$ cat src/rtl/pipeline_mem_bridge_pkg.sv
// -----------------------------------------------------------------------------
// pipeline_mem_bridge_pkg
// Shared types and constants for the pipeline fetch/access bus bridge:
//   - state_t       : bridge FSM states (3-bit encoding)
//   - NOP_INST      : instruction returned when a fetch is suppressed
//   - DEF_ADDR_W/DEF_DATA_W : default address/data widths
//   - MASK_W        : byte-strobe width
//   - pick_word()   : selects the 32-bit instruction half of a 64-bit beat
// -----------------------------------------------------------------------------
package pipeline_mem_bridge_pkg;

   localparam int DEF_ADDR_W = 64;
   localparam int DEF_DATA_W = 64;
   localparam int MASK_W     = 8;

   localparam logic [31:0] NOP_INST = 32'h0000_0013;  // addi x0, x0, 0

   typedef enum logic [2:0] {
      S_IDLE   = 3'd0,
      S_D_REQ  = 3'd1,
      S_D_RESP = 3'd2,
      S_F_REQ  = 3'd3,
      S_F_RESP = 3'd4
   } state_t;

   // Instructions are 32 bits wide; address bit 2 picks the half of the beat.
   function automatic logic [31:0] pick_word(input logic upper, input logic [63:0] beat);
      return upper ? beat[63:32] : beat[31:0];
   endfunction

endpackage

$ cat src/rtl/pipeline_mem_bridge_if.sv
// -----------------------------------------------------------------------------
// pipeline_mem_bridge_if
// Single-outstanding request/response memory bus.
//   valid/ready          : request handshake (master -> slave)
//   addr/wen/wdata/wmask : request payload, held stable while valid
//   resp_valid/rdata     : one response beat per request (slave -> master)
// Modports: master (the bridge), slave (memory / bus port).
// -----------------------------------------------------------------------------
interface pipeline_mem_bridge_if
   import pipeline_mem_bridge_pkg::*;
#(
   parameter int ADDR_W = DEF_ADDR_W,
   parameter int DATA_W = DEF_DATA_W
);

   logic              valid;
   logic              ready;
   logic [ADDR_W-1:0] addr;
   logic              wen;
   logic [DATA_W-1:0] wdata;
   logic [MASK_W-1:0] wmask;
   logic              resp_valid;
   logic [DATA_W-1:0] rdata;

   modport master (
      output valid, addr, wen, wdata, wmask,
      input  ready, resp_valid, rdata
   );

   modport slave (
      input  valid, addr, wen, wdata, wmask,
      output ready, resp_valid, rdata
   );

endinterface

$ cat src/rtl/pipeline_mem_bridge_wdog.sv
// -----------------------------------------------------------------------------
// pipeline_mem_bridge_wdog
// Response watchdog. Counts cycles spent waiting for a response beat and
// flags expiry on the TIMEOUT_CYCLES-th waiting cycle.
//   clk, rst : clock, asynchronous active-low reset
//   run      : high while the bridge waits for a response; low clears the count
//   expired  : waiting limit reached this cycle
// Only instantiated when PIPELINE_MEM_BRIDGE_TIMEOUT_EN is defined.
// -----------------------------------------------------------------------------
module pipeline_mem_bridge_wdog #(
   parameter int TIMEOUT_CYCLES = 255
) (
   input  logic clk,
   input  logic rst,
   input  logic run,
   output logic expired
);

   localparam int CNT_W = ($clog2(TIMEOUT_CYCLES + 1) > 8) ? $clog2(TIMEOUT_CYCLES + 1) : 8;

   logic [CNT_W-1:0] count;

   // The count sits at zero outside the response states, so every entry
   // starts a fresh window.
   assign expired = run && (count == CNT_W'(TIMEOUT_CYCLES - 1));

   always_ff @(posedge clk or negedge rst) begin
      if (!rst)          count <= '0;
      else if (!run)     count <= '0;
      else if (!expired) count <= count + 1'b1;
   end

endmodule

$ cat src/rtl/pipeline_mem_bridge.sv
// -----------------------------------------------------------------------------
// pipeline_mem_bridge
// Responder side of the pipeline fetch/access handshake. Serves the IF-stage
// instruction fetch and the MEM-stage data access over one shared
// single-outstanding bus; data accesses always win over fetches.
//   clk, rst              : clock, asynchronous active-low reset
//   advance               : pipeline advance pulse; clears both ok flags
//   if_pc, if_dont_fetch  : fetch address; suppress bus fetch and return a NOP
//   fetched_ok, if_inst   : sticky instruction-ready flag and instruction
//   mem_read/mem_write    : data access request
//   mem_addr/wdata/wmask  : data access payload
//   access_ok, mem_rdata  : sticky access-done flag and raw read beat
//   bus                   : memory bus (master modport)
//   bus_err               : sticky response-timeout error
// Optional: PIPELINE_MEM_BRIDGE_TIMEOUT_EN enables the response watchdog.
// -----------------------------------------------------------------------------
module pipeline_mem_bridge
   import pipeline_mem_bridge_pkg::*;
#(
   parameter int ADDR_W         = DEF_ADDR_W,
   parameter int DATA_W         = DEF_DATA_W,
   parameter int TIMEOUT_CYCLES = 255
) (
   input  logic                 clk,
   input  logic                 rst,
   input  logic                 advance,
   input  logic [ADDR_W-1:0]    if_pc,
   input  logic                 if_dont_fetch,
   output logic                 fetched_ok,
   output logic [31:0]          if_inst,
   input  logic                 mem_read,
   input  logic                 mem_write,
   input  logic [ADDR_W-1:0]    mem_addr,
   input  logic [DATA_W-1:0]    mem_wdata,
   input  logic [MASK_W-1:0]    mem_wmask,
   output logic                 access_ok,
   output logic [DATA_W-1:0]    mem_rdata,
   pipeline_mem_bridge_if.master bus,
   output logic                 bus_err
);

   state_t state, next_state;

   logic data_req;     // MEM stage has an access that is not yet done
   logic start_d;      // IDLE launches a data request
   logic start_f;      // IDLE launches a fetch request
   logic nop_fill;     // IDLE completes a suppressed fetch with a NOP
   logic resp_wait;    // waiting for a response beat
   logic timeout;      // watchdog gave up on the response
   logic resp_done;    // response phase ends this cycle
   logic fetch_set;
   logic access_set;

   assign data_req   = (mem_read | mem_write) & ~access_ok;
   assign start_d    = (state == S_IDLE) && data_req;
   assign start_f    = (state == S_IDLE) && !data_req && !fetched_ok && !if_dont_fetch;
   assign nop_fill   = (state == S_IDLE) && !data_req && !fetched_ok &&  if_dont_fetch;
   assign resp_wait  = (state == S_D_RESP) || (state == S_F_RESP);
   assign resp_done  = bus.resp_valid | timeout;
   assign fetch_set  = nop_fill || ((state == S_F_RESP) && resp_done);
   assign access_set = (state == S_D_RESP) && resp_done;

   // Valid is a pure decode of a registered state, so it is glitch-free and
   // falls on the same edge that accepts the request.
   assign bus.valid = (state == S_D_REQ) || (state == S_F_REQ);

   always_ff @(posedge clk or negedge rst) begin
      // NOTE: non-blocking assignments for every register so all state
      // updates see pre-edge values regardless of process ordering.
      if (!rst) state <= S_IDLE;
      else      state <= next_state;
   end

   always_comb begin
      // NOTE: default assigned first so every path drives next_state; no latch.
      next_state = state;
      unique case (state)
         S_IDLE: begin
            if (start_d)      next_state = S_D_REQ;
            else if (start_f) next_state = S_F_REQ;
         end
         S_D_REQ:  if (bus.ready) next_state = S_D_RESP;
         S_D_RESP: if (resp_done) next_state = S_IDLE;
         S_F_REQ:  if (bus.ready) next_state = S_F_RESP;
         S_F_RESP: if (resp_done) next_state = S_IDLE;
         default:  next_state = S_IDLE;
      endcase
   end

   // Sticky completion flags; advance wins over a same-cycle set.
   always_ff @(posedge clk or negedge rst) begin
      if (!rst) begin
         fetched_ok <= 1'b0;
         access_ok  <= 1'b0;
      end else if (advance) begin
         fetched_ok <= 1'b0;
         access_ok  <= 1'b0;
      end else begin
         if (fetch_set)  fetched_ok <= 1'b1;
         if (access_set) access_ok  <= 1'b1;
      end
   end

   // Request payload is captured on leaving IDLE and held until the next
   // request; result registers only change when a result arrives.
   always_ff @(posedge clk or negedge rst) begin
      if (!rst) begin
         bus.addr  <= '0;
         bus.wen   <= 1'b0;
         bus.wdata <= '0;
         bus.wmask <= '0;
         if_inst   <= '0;
         mem_rdata <= '0;
      end else begin
         if (start_d) begin
            bus.addr  <= mem_addr;
            bus.wen   <= mem_write;
            bus.wdata <= mem_wdata;
            bus.wmask <= mem_write ? mem_wmask : '0;
         end else if (start_f) begin
            bus.addr  <= if_pc;
            bus.wen   <= 1'b0;
            bus.wdata <= '0;
            bus.wmask <= '0;
         end

         if (nop_fill)
            if_inst <= NOP_INST;
         else if ((state == S_F_RESP) && resp_done)
            if_inst <= bus.resp_valid ? pick_word(if_pc[2], bus.rdata[63:0]) : '0;

         if (access_set)
            mem_rdata <= bus.resp_valid ? bus.rdata : '0;
      end
   end

`ifdef PIPELINE_MEM_BRIDGE_TIMEOUT_EN
   pipeline_mem_bridge_wdog #(
      .TIMEOUT_CYCLES (TIMEOUT_CYCLES)
   ) u_wdog (
      .clk     (clk),
      .rst     (rst),
      .run     (resp_wait),
      .expired (timeout)
   );

   // A real response beat in the expiry cycle still counts as a success.
   always_ff @(posedge clk or negedge rst) begin
      if (!rst)                             bus_err <= 1'b0;
      else if (timeout && !bus.resp_valid)  bus_err <= 1'b1;
   end
`else
   // Watchdog compiled out: responses are awaited indefinitely and the
   // limit parameter has no effect (the comparison is constant-false).
   assign timeout = (TIMEOUT_CYCLES < 0) && resp_wait;
   assign bus_err = 1'b0;
`endif

endmodule

$ cat src/flat_wrapper.sv
// flat-port wrapper written by rule: the top's interface ports become plain ports
module pipeline_mem_bridge_flat import pipeline_mem_bridge_pkg::*;
#(
   parameter int ADDR_W         = DEF_ADDR_W,
   parameter int DATA_W         = DEF_DATA_W,
   parameter int TIMEOUT_CYCLES = 255
)
  (clk, rst, advance, if_pc, if_dont_fetch, fetched_ok, if_inst, mem_read, mem_write, mem_addr, mem_wdata, mem_wmask, access_ok, mem_rdata, bus_err, bus_valid, bus_addr, bus_wen, bus_wdata, bus_wmask, bus_ready, bus_resp_valid, bus_rdata);
  pipeline_mem_bridge_if #(.ADDR_W(ADDR_W), .DATA_W(DATA_W)) bus_i ();
  input  logic clk;
  input  logic rst;
  input  logic advance;
  input  logic [ADDR_W-1:0] if_pc;
  input  logic if_dont_fetch;
  output logic fetched_ok;
  output logic [31:0] if_inst;
  input  logic mem_read;
  input  logic mem_write;
  input  logic [ADDR_W-1:0] mem_addr;
  input  logic [DATA_W-1:0] mem_wdata;
  input  logic [MASK_W-1:0] mem_wmask;
  output logic access_ok;
  output logic [DATA_W-1:0] mem_rdata;
  output logic bus_err;
  output wire logic [$bits(bus_i.valid)-1:0] bus_valid;
  output wire logic [$bits(bus_i.addr)-1:0] bus_addr;
  output wire logic [$bits(bus_i.wen)-1:0] bus_wen;
  output wire logic [$bits(bus_i.wdata)-1:0] bus_wdata;
  output wire logic [$bits(bus_i.wmask)-1:0] bus_wmask;
  input wire logic [$bits(bus_i.ready)-1:0] bus_ready;
  input wire logic [$bits(bus_i.resp_valid)-1:0] bus_resp_valid;
  input wire logic [$bits(bus_i.rdata)-1:0] bus_rdata;
  assign bus_valid = bus_i.valid;
  assign bus_addr = bus_i.addr;
  assign bus_wen = bus_i.wen;
  assign bus_wdata = bus_i.wdata;
  assign bus_wmask = bus_i.wmask;
  assign bus_i.ready = bus_ready;
  assign bus_i.resp_valid = bus_resp_valid;
  assign bus_i.rdata = bus_rdata;
  pipeline_mem_bridge #(.ADDR_W(ADDR_W), .DATA_W(DATA_W), .TIMEOUT_CYCLES(TIMEOUT_CYCLES)) u_core (.clk(clk), .rst(rst), .advance(advance), .if_pc(if_pc), .if_dont_fetch(if_dont_fetch), .fetched_ok(fetched_ok), .if_inst(if_inst), .mem_read(mem_read), .mem_write(mem_write), .mem_addr(mem_addr), .mem_wdata(mem_wdata), .mem_wmask(mem_wmask), .access_ok(access_ok), .mem_rdata(mem_rdata), .bus(bus_i), .bus_err(bus_err));
endmodule
$ cat config.mk
export PLATFORM = sky130hd
export DESIGN_NAME = pipeline_mem_bridge_flat
export DESIGN_NICKNAME = d
export VERILOG_FILES = /design/src/rtl/pipeline_mem_bridge_pkg.sv /design/src/rtl/pipeline_mem_bridge_if.sv /design/src/rtl/pipeline_mem_bridge_wdog.sv /design/src/rtl/pipeline_mem_bridge.sv /design/src/flat_wrapper.sv
export SDC_FILE = /design/constraint.sdc
export NUM_CORES = 1
export LEC_CHECK = 0
export BUFFER_PORTS_ARGS = -buffer_cell sky130_fd_sc_hd__clkbuf_2
export CAP_MARGIN = 30
export CORE_AREA = 2 2 197 199
export CTS_CLUSTER_SIZE = 28
export DETAILED_ROUTE_END_ITERATION = 7
export DIE_AREA = 0 0 199 201
export GPL_TIMING_DRIVEN = 0
export HOLD_SLACK_MARGIN = 0.15
export SYNTH_ARGS = -nofsm -noshare
export SYNTH_HDL_FRONTEND = slang
export SYNTH_SLANG_ARGS = --single-unit
$ cat constraint.sdc
create_clock -name clk -period 3.9 [get_ports clk]
set_input_delay 0.585 -clock clk [delete_from_list [all_inputs] [get_ports clk]]
set_output_delay 0.585 -clock clk [all_outputs]
set_load 0.1 [all_outputs]
# Word-level counts from Yosys, hierarchy flattened
# Cells that the tools add are included.
[word_totals]
regBits = 238
out_inout_bits = 237
elab_cells = 63
[op_classes]
n_eq_ne = 8
n_mux = 24
bitwise_logic = 3
reduce_logical = 19
[ops]
columns = ["operator", "count"]
rows = [
  ["$mux W64", 5],
  ["$mux W32", 4],
  ["$mux W8", 3],
  ["$mux W3", 5],
  ["$pmux W3 S4", 1],
  ["$reduce_bool A2 Y1", 4],
  ["$logic_and A1 B1 Y1", 7],
  ["$eq A3 B2 Y1 const B", 2],
  ["$mux W1", 6],
  ["$ne A2 B2 Y1 const B", 2],
  ["$reduce_and A4 Y1", 1],
  ["$eq A3 B1 Y1 const B", 1],
  ["$eq A3 B3 Y1 const B", 1],
  ["$logic_not A1 Y1", 3],
  ["$logic_not A3 Y1", 1],
  ["$ne A3 B1 Y1 const B", 1],
  ["$logic_or A1 B1 Y1", 2],
  ["$ne A2 B1 Y1 const B", 1],
  ["$reduce_or A2 Y1", 1],
  ["$and A1 B1 Y1", 1],
  ["$not A1 Y1", 1],
  ["$or A1 B1 Y1", 1],
]

# Logic depth before layout (Yosys ltp)
[logic_depth]
depth_word = 9
mapped_depth = 7

# Least setup slack after synthesis
# Ideal clock, no wire load.
[synth_path]
kind = "register to register"
startpoint = "register u_core.access_ok"
endpoint = "register u_core.bus.addr[33]"
setup_ps = 143
arrival_ps = 2120
required_ps = 3757
slack_ps = 1637
path_stages_with_launch = 6
path_buffers = 2
period_less_slack_ps = 2263
path_cell_list = "dfrtp_1 o21bai_2 buf_2 buf_2 mux2i_1 a2bb2oi_2"
[synth_via]
elab_chain_cells = 7
word_cells_on_any_way = 9
[synth_rtl]
columns = ["element", "line", "text"]
rows = [
  ["start: declaration", "pipeline_mem_bridge.sv:36", "output logic access_ok,"],
  ["start signal: assignment", "pipeline_mem_bridge.sv:94", "access_ok <= 1'b0;"],
  ["start signal: assignment", "pipeline_mem_bridge.sv:97", "access_ok <= 1'b0;"],
  ["start signal: assignment", "pipeline_mem_bridge.sv:100", "if (access_set) access_ok <= 1'b1;"],
  ["$not A1 Y1 (*)", "pipeline_mem_bridge.sv:54", "assign data_req = (mem_read | mem_write) & ~access_ok;"],
  ["$and A1 B1 Y1 (*)", "pipeline_mem_bridge.sv:54", ""],
  ["$logic_not A1 Y1", "pipeline_mem_bridge.sv:56", "assign start_f = (state == S_IDLE) && !data_req && !fetched_ok && !if_dont_fetch;"],
  ["$logic_and A1 B1 Y1 (3 in series)", "pipeline_mem_bridge.sv:56", ""],
  ["$reduce_bool A2 Y1 (no line)", "n/a", ""],
  ["end signal: assignment", "pipeline_mem_bridge.sv:116", "bus.addr <= mem_addr;"],
  ["end signal: assignment", "pipeline_mem_bridge.sv:121", "bus.addr <= if_pc;"],
  ["end: declaration", "pipeline_mem_bridge_if.sv:26", "output valid, addr, wen, wdata, wmask,"],
]
# Mark *: on every way between the ends. The rest lies on a longest branch, timed or not.
# A chain may end at the register's enable or synchronous reset.

# Worst setup path in the final report
[layout_path]
startpoint = "register u_core.state[0]"
endpoint = "output bus_valid"
[layout_via]
elab_chain_cells = 2
word_cells_on_any_way = 3
[layout_rtl]
columns = ["element", "line", "text"]
rows = [
  ["start: declaration", "pipeline_mem_bridge.sv:42", "state_t state, next_state;"],
  ["start signal: assignment", "pipeline_mem_bridge.sv:71", "else state <= next_state;"],
  ["$eq A3 B1 Y1 / $eq A3 B2 Y1 (equally long branches)", "pipeline_mem_bridge.sv:65", "assign bus.valid = (state == S_D_REQ) || (state == S_F_REQ);"],
  ["$logic_or A1 B1 Y1 (*)", "pipeline_mem_bridge.sv:65", ""],
  ["end: declaration", "flat_wrapper.sv:25", "output wire logic [$bits(bus_i.valid)-1:0] bus_valid;"],
]
# Marked as above.

==> flow_metrics.env <==
export IMPL_dieArea_um2=40000
export IMPL_grt_max_degree=113
export IMPL_io_pins=509
export IMPL_maxSlewHeadroom=0.473
export IMPL_core_rowCount=72
export IMPL_syn_nets=1037
export IMPL_synth_cells=765
export IMPL_cap_violations=0
export IMPL_path_cells="clkbuf_1 > nand2_1 > inv_1 > clkbuf_2"
export IMPL_core_um2=38100
export IMPL_met1_length_um=14100
export IMPL_synth_top_family_by_area="compound AO/OA/AOI/OAI gates"
export IMPL_cts_root_buffer="clkbuf_16"
export IMPL_outcome="finished clean"
export IMPL_cts_resized=0
export IMPL_setup_tns_ns=0
export IMPL_n_fill_cell=3782
export IMPL_dr_pass1_iters=4
export IMPL_ys_seq_area_frac=0.574
export IMPL_clockBufferDepth=3
export IMPL_cp_end_kind="output port"
export IMPL_grt_pass1_vias=9030
export IMPL_ys_seq_elements=238
export IMPL_drtIter0Drc=258
export IMPL_critPathLaunchType="flip-flop"
export IMPL_synthToLayoutAreaGrowth_pct=40.2
export IMPL_yosys_area_share_simple=0.0609
export IMPL_seq_area_um2=5960
export IMPL_syn_area_per_cell_um2=13.6
export IMPL_wl_per_cell_um=19.6
export IMPL_grt_overflow=0
export IMPL_clk_latency_ns=0.56
export IMPL_tightest_slew_ns=0.791
export IMPL_met2_length_um=17800
export IMPL_fp_dieH_um=201
export IMPL_fin_crit_sh=0.633
export IMPL_cts_buffers=28
export IMPL_arrival_ns=1.88
export IMPL_htree_levels=1
export IMPL_viasPerCell=4.67
export IMPL_crit_family="buffers and inverters"
export IMPL_clock_sinks=238
export IMPL_yosys_warnings=0
export IMPL_cp_slowest_stage_delay_ns=0.47
export IMPL_crit_slowest_cell="clkbuf_2"
export IMPL_io_buffers=506
export IMPL_synth_compound_area_frac=0.166
export IMPL_final_setup_viol_count=0
export IMPL_cts_tree="yes"
export IMPL_final_cell_mix="505 x clkbuf_2, 238 x dfrtp_1, 96 x mux2i_1, 72 x a22o_1"
export IMPL_crit_fanout=10
export IMPL_clock_skew_ns=0.0287
export IMPL_antenna_found_initial=2
export IMPL_place_congestion=0.808
export IMPL_ant_nets=0
export IMPL_worstSetupPathType="flip-flop to output port"
export IMPL_worst_endpoint_required_ns=3.31
export IMPL_drive_above_1_share=0.524
export IMPL_yosys_area_share_adder=0
export IMPL_slew_violations=0
export IMPL_muxShareOfSynthArea=0.163
export IMPL_worstSetupStartpoint="u_core.state[0]"
export IMPL_detailroute_via_count=8605
export IMPL_synthesis_area_um2=10400
export IMPL_synth_xor_area_share=0
export IMPL_rr_startpoint="u_core.state[0]"
export IMPL_hp_class="input port to flip-flop"
export IMPL_grt_pass1_wl_um=53200
export IMPL_whs_ns=0.215
export IMPL_top_layer_used="met5"
export IMPL_hpwl_um=27900
export IMPL_fmax_ghz=0.405
export IMPL_post_route_min_period_ns=2.47
export IMPL_worstHoldStart="advance"
export IMPL_wirelength_um=36100
export IMPL_multi_input_area_um2=4050
export IMPL_drc=0
export IMPL_final_common_cell="clkbuf_2"
export IMPL_path_buf_inv=3
export IMPL_ys_types=35
export IMPL_met3_length_um=3140
export IMPL_path_clk_slew_ns=0.06
export IMPL_nets=1576
export IMPL_finalHoldViolations=0
export IMPL_fp_dieW_um=199
export IMPL_rsz0062_at_grt="no"
export IMPL_start_util=0.272
export IMPL_globalRouteTotalUtil=0.173
==> path summary, 6_finish.rpt <==
kind / endpoint / slack (ns) / cells after the start
worst max-delay path: bus_valid / 1.43 / 4
worst min-delay path: u_core.access_ok / 0.21 / 2
worst max register to register: u_core.bus.addr[46] / 1.50 / 5
worst min register to register: u_core.bus.wen / 0.48 / 1
max in group asynchronous: u_core.bus.wdata[43] / 2.48 / 3
min in group asynchronous: u_core.mem_rdata[36] / 0.53 / 2
==> flip-flops by register name, indices dropped and copies added, names as in the netlist <==
signal and flops:
u_core.bus.addr 64, u_core.bus.wdata 64, u_core.mem_rdata 64, u_core.if_inst 32
u_core.bus.wmask 8, u_core.state 3, u_core.access_ok 1, u_core.bus.wen 1
u_core.fetched_ok 1
==> stage by stage <==
stage               std cells   util  setup WS [ns]  instance area (um^2)
CTS                      1841  0.382           1.38                 14500
floorplan                 765      -           1.64                 10400
global placement         1789  0.356          -2.73                 13600
global route             1841  0.382           1.26                 14500
detailed placement       1791  0.358           1.40                 13600
finish                   1842  0.382           1.43                 14600
==> cell usage after synthesis <==
cell type | n | share of area
a211o_1 | 3 | 0.0025
a211oi_1 | 30 | 0.022
a21o_1 | 2 | 0.0014
a21oi_1 | 1 | 0.00048
a21oi_4 | 1 | 0.0016
a22o_1 | 72 | 0.061
a2bb2oi_1 | 34 | 0.029
a2bb2oi_2 | 30 | 0.043
a311oi_1 | 1 | 0.00084
and3_1 | 1 | 0.00060
buf_1 | 2 | 0.00072
buf_2 | 34 | 0.016
buf_4 | 1 | 0.00072
buf_6 | 6 | 0.0065
clkbuf_1 | 31 | 0.011
conb_1 | 1 | 0.00036
dfrtp_1 | 238 | 0.57
inv_1 | 2 | 0.00072
mux2_2 | 65 | 0.071
mux2i_1 | 96 | 0.093
nand2_1 | 1 | 0.00036
nand4_1 | 1 | 0.00060
nand4bb_1 | 1 | 0.0011
nor2_1 | 35 | 0.013
nor2_4 | 1 | 0.0011
nor3_1 | 1 | 0.00048
nor4b_4 | 1 | 0.0023
nor4bb_1 | 2 | 0.0019
o21ai_0 | 1 | 0.00048
o21ba_2 | 1 | 0.00096
o21bai_2 | 1 | 0.0011
o31a_1 | 1 | 0.00084
o41ai_1 | 1 | 0.00084
or2_2 | 1 | 0.00060
or3_1 | 65 | 0.039
==> area by class of cell <==
type | instances | share of cell area
inverter | 2 | 0.000516
multi-input combinational | 451 | 0.278
timing repair buffer | 509 | 0.179
tap | 518 | 0.0445
antenna | 1 | 0.000172
clock inverter | 10 | 0.00843
buffer | 74 | 0.0254
clock buffer | 39 | 0.0544
sequential | 238 | 0.409
==> kinds of logic (layout without fill, tap and decap cells) <==
kind of cell	count (synthesis)	in the layout
AOI/OAI and AO/OA	179	179
DFF	238	238
muxes	161	161
buffers and inverters	76	634
and+or+nand+nor	110	110
other	1	2
==> per-layer routing <==
metal / up-vias / global-route usage
met1: 4212 / 0.198
met5: - / 0
met4: 2 / 0.0584
met3: 63 / 0.0507
met2: 383 / 0.306
li1: 3945 / -
==> what timing repair did <==
item,4_1_cts,5_1_grt
endpoints found under the hold margin,37,0
setup buffers,0,0
hold buffers,1,0
Power is left out: the tool's default activity adds up to more than one toggle a clock period on the data nets, which glitch-free logic cannot reach.
